==> src/rtl/gray_pkg.sv <==
// Shared Gray-code helpers for counters and FIFO pointer synchronisers.
// Values are carried in 32-bit containers; callers zero-extend and truncate.
package gray_pkg;

    function automatic logic [31:0] max_val(input int w);
        return (w >= 32) ? 32'hFFFF_FFFF : ((32'd1 << w) - 32'd1);
    endfunction

    function automatic logic [31:0] bin2gray(input logic [31:0] b);
        return b ^ (b >> 1);
    endfunction

    // Bits above w are masked off so they cannot leak into the prefix XOR.
    function automatic logic [31:0] gray2bin(input logic [31:0] g, input int w);
        logic [31:0] gm;
        logic [31:0] b;
        gm = g & max_val(w);
        b = '0;
        b[31] = gm[31];
        for (int i = 30; i >= 0; i--) begin
            b[i] = b[i+1] ^ gm[i];
        end
        return b;
    endfunction

endpackage

==> src/rtl/gray2bin_n.sv <==
// Combinational Gray-to-binary converter: each binary bit is the XOR of all
// Gray bits at or above its position.
module gray2bin_n #(
    parameter int WIDTH = 4
) (
    input  logic [WIDTH-1:0] g,
    output logic [WIDTH-1:0] b
);

    always_comb begin
        b = '0;
        for (int i = 0; i < WIDTH; i++) begin
            b[i] = ^(g >> i);
        end
    end

endmodule

==> src/rtl/gray_counter_n.sv <==
// Registered up/down counter with binary and Gray outputs, parallel load
// (binary or Gray), wrap/saturate mode and a registered terminal-count flag.
module gray_counter_n
    import gray_pkg::*;
#(
    parameter int WIDTH = 4,
    parameter bit WRAP  = 1'b1
) (
    input  logic             clk,
    input  logic             rst_n,
    input  logic             en,
    input  logic             up,
    input  logic             load,
    input  logic             load_gray,
    input  logic [WIDTH-1:0] ld_val,
    output logic [WIDTH-1:0] bin,
    output logic [WIDTH-1:0] gout,
    output logic             tc
);

    localparam logic [WIDTH-1:0] MAXV = WIDTH'(max_val(WIDTH));

    logic [WIDTH-1:0] cnt;
    logic [WIDTH-1:0] ld_bin;
    logic [WIDTH-1:0] nxt;
    logic             tc_nxt;

    gray2bin_n #(.WIDTH(WIDTH)) u_ld_conv (
        .g (ld_val),
        .b (ld_bin)
    );

    // Next-state: load beats count, count beats hold.
    always_comb begin
        nxt    = cnt;
        tc_nxt = 1'b0;
        if (load) begin
            nxt = load_gray ? ld_bin : ld_val;
        end else if (en) begin
            if (up) begin
                if (cnt == MAXV) begin
                    tc_nxt = 1'b1;
                    nxt    = WRAP ? '0 : cnt;
                end else begin
                    nxt = cnt + 1'b1;
                end
            end else begin
                if (cnt == '0) begin
                    tc_nxt = 1'b1;
                    nxt    = WRAP ? MAXV : cnt;
                end else begin
                    nxt = cnt - 1'b1;
                end
            end
        end
    end

    // Gray is registered from the same next value so gout never glitches.
    always_ff @(posedge clk or negedge rst_n) begin
        if (!rst_n) begin
            cnt  <= '0;
            gout <= '0;
            tc   <= 1'b0;
        end else begin
            cnt  <= nxt;
            gout <= WIDTH'(bin2gray(32'(nxt)));
            tc   <= tc_nxt;
        end
    end

    assign bin = cnt;

endmodule

==> config.mk <==
export PLATFORM = sky130hd
export DESIGN_NAME = gray_counter_n
export DESIGN_NICKNAME = d
export VERILOG_FILES = /design/src/rtl/gray_pkg.sv /design/src/rtl/gray2bin_n.sv /design/src/rtl/gray_counter_n.sv
export SDC_FILE = /design/constraint.sdc
export NUM_CORES = 1
export LEC_CHECK = 0
export ABC_AREA = 1
export CORE_UTILIZATION = 49
export DETAILED_ROUTE_END_ITERATION = 7
export HOLD_SLACK_MARGIN = 0.15
export PLACE_DENSITY = 0.8
export SYNTH_ARGS = -nofsm -noshare
export SYNTH_HDL_FRONTEND = slang
export SYNTH_HIERARCHICAL = 1
export SYNTH_SLANG_ARGS = --single-unit
==> constraint.sdc <==
create_clock -name clk -period 2.4 [get_ports clk]
set_input_delay 0.36 -clock clk [delete_from_list [all_inputs] [get_ports clk]]
set_output_delay 0.36 -clock clk [all_outputs]
set_load 0.05 [all_outputs]
==> reports/qor.txt <==
clock transition at the registers of the reported paths: 0.05 ns
CTS sink count: 8
sequential area share after synthesis: 30.1%
most common cell in the netlist: nand2_1
switching power: 237 uW
CP bufs+invs: 1
post-synth net total: 117
CP max FO: 8
final wirelength: 1400 um
pin count of the biggest net entering global routing: 9
Port Buf Inserts: 18
Die Y: 38.8 um
Clock H-tree levels: 1
RePlAce Congestion: 0.860
Total Neg Setup Slack: 0 ns
Vias: 699
Yosys Warn Count: 6
vias per cell: 5.10
Die X-Extent: 38.8 um
fin crit share: 82.4%
switching part of the total: 43.4%
DR iter-0 viols: 13
top_reg_cell synth: dfrtp_1
Post-synth EDFFs: 0
Slowest cell on crit path: clkdlybuf4s50_1
Residual DRC: 0
critical path data arrival time: 1.62 ns
ANT nets after route: 0
drt wl/cell: 10.2 um
worst hold path type: in -> async
diode count: 0
Worst Tran Pin Value: 0.493 ns
Non-Filler Instances: 137
clk_lat worst skew: 0.25 ns
GRT overflow: 0
CTS tree: built
initial antenna violation count: 0
top post-synthesis cells by area: dfrtp_1 30%, nand2_1 25%, nand3_1 7.5%
PD cells: 636 nW/um^2
DIE AREA: 1510 um^2
core area: 1190 um^2
combinational power share: 48.1%
CTS Buffer Depth: 2
cell family contributing the most delay on the critical path: buffers and inverters
cts bufs inserted: 3
Setup Crit Path Kind: reg -> out
Yosys reg bits: 8
GRT Total Usage: 22.7%
Critical Path Max Stage Delay: 0.86 ns
Startpoint Class: register
Int Power: 309 uW
CP required: 2.04 ns
initial core utilization: 56.0%
# rows: 12
global-route wire length before repair: 2420 um
post-cts sizing count: 0
Synth async-reset ratio: 100%
reg2reg setup slack: 0.78 ns
setup violators final: 0
crit-path cells: clkdlybuf4s50_1
post-synth top area share: 30.1%
Detailed Routing Iterations Pass 1: 4
Worst setup EP type: output port
Hold Buf Count CTS: 0
Avg Synthesized Cell Area: 6.33 um^2
Area Overhead vs Synth: 29.2%
Cells after Synth: 105
Mapped Area: 664 um^2
Clock power frac: 19.1%
biggest area consumer among synthesized cells: dfrtp_1
Seq pwr share: 32.9%
Placed Cells: 134
Ports: 19
final hold violations: 0
Clock Tree Root: clkbuf_4
max cap viols: 0
Leak: 0.462 nW
nets@finish: 137
Slew Limit Fails: 0
fraction of layout cells with a size suffix above 1: 7.32%
Tmin final: 1.98 ns
RSZ-0062 raised after global routing: false
Synth cell types: 19
Max Clock Freq: 506 MHz
HPWL after detailed placement: 1080 um
Max rail drop VDD: 0.293 mV
setup bufs post-CTS: 0
status: finished clean
top post-synthesis cells by count: 44 x nand2_1, 12 x inv_1, 10 x nand3_1
vias in the first global route: 617
Clock Skew: 0.000981 ns
Worst slew margin: 67.0%
[power by group through the flow]
stage	clock [mW]	sequential, mW	combinational, mW
after floorplan	0	0.252	0.106
after global placement	0	0.180	0.259
after detailed placement	0	0.182	0.261
after CTS	0.106	0.179	0.262
after global routing	0.113	0.182	0.287
final	0.104	0.179	0.262
[state kept, by name, summed over array words and instances, names as in the netlist]
name,flops
tc,1
gout,3
bin,4
[cell families after synthesis]
logic type                 count (synthesis)  synth area share (%)
DFF                                        8                  30.1
xor gates and xnor gates                   3                  3.96
adders and majority gates                  2                  3.77
buffers and inverters                     18                  14.5
and+or+nand+nor                           68                  43.1
AOI/OAI and AO/OA                          6                  4.52
[layout by cell type, fill, tap and decap left out]
| cell type | netlist | final |
|---|---|---|
| a21oi_1 | 3 | 3 |
| bufinv_8 | 1 | 1 |
| clkbuf_4 | 0 | 3 |
| clkdlybuf4s50_1 | 0 | 18 |
| dfrtp_1 | 8 | 8 |
| ha_1 | 2 | 2 |
| inv_1 | 12 | 12 |
| inv_2 | 2 | 2 |
| nand2_1 | 44 | 44 |
| nand2_2 | 2 | 2 |
| nand3_1 | 10 | 10 |
| nand3_2 | 1 | 1 |
| nand4_1 | 2 | 2 |
| nor2_1 | 8 | 8 |
| o21ai_0 | 2 | 2 |
| o21ai_1 | 1 | 1 |
| or2_1 | 1 | 1 |
| xnor2_1 | 2 | 2 |
| xor2_1 | 1 | 1 |
[worst paths after layout]
path,startpoint,to,cells after the start
min reg2reg,bin[0],bin[0],4
min,rst_n,gout[2],1
max,bin[2],bin[2],1
min in group clk,en,tc,3
max in group asynchronous,rst_n,bin[2],1
max reg2reg,bin[0],gout[1],8
[per-layer routing]
layer | part of all wire [%] | global-route usage [%] | wire length (um) | vias up
met5 | 0 | 0 | 0 | -
met4 | 1.4 | 7.76 | 19 | 0
met3 | 4.1 | 1.73 | 58 | 2
met1 | 46 | 28.6 | 647 | 311
li1 | - | - | - | 358
met2 | 48 | 40.0 | 677 | 28
[cell type report]
type	count	area, um^2
multi-input cells	79	368
fillers	102	328
flip-flops and latches	8	200
repair buffers	18	180
inverters	15	70.1
clock buffers	3	22.5
well taps	14	17.5
[through the flow]
step / util [%] / setup slack (ns) / total power [mW] / cell area (um^2) / hold WS [ns]
after global placement: 70.5 / 0.641 / 0.439 / 836 / 0.648
final: 72.4 / 0.423 / 0.546 / 858 / 0.381
after floorplan: - / 0.584 / 0.358 / 664 / 0.0644
after CTS: 72.4 / 0.430 / 0.548 / 858 / 0.382
after detailed placement: 70.5 / 0.617 / 0.443 / 836 / 0.650
after global routing: 72.4 / 0.377 / 0.582 / 858 / 0.392
(Power assumes the default switching activity.)
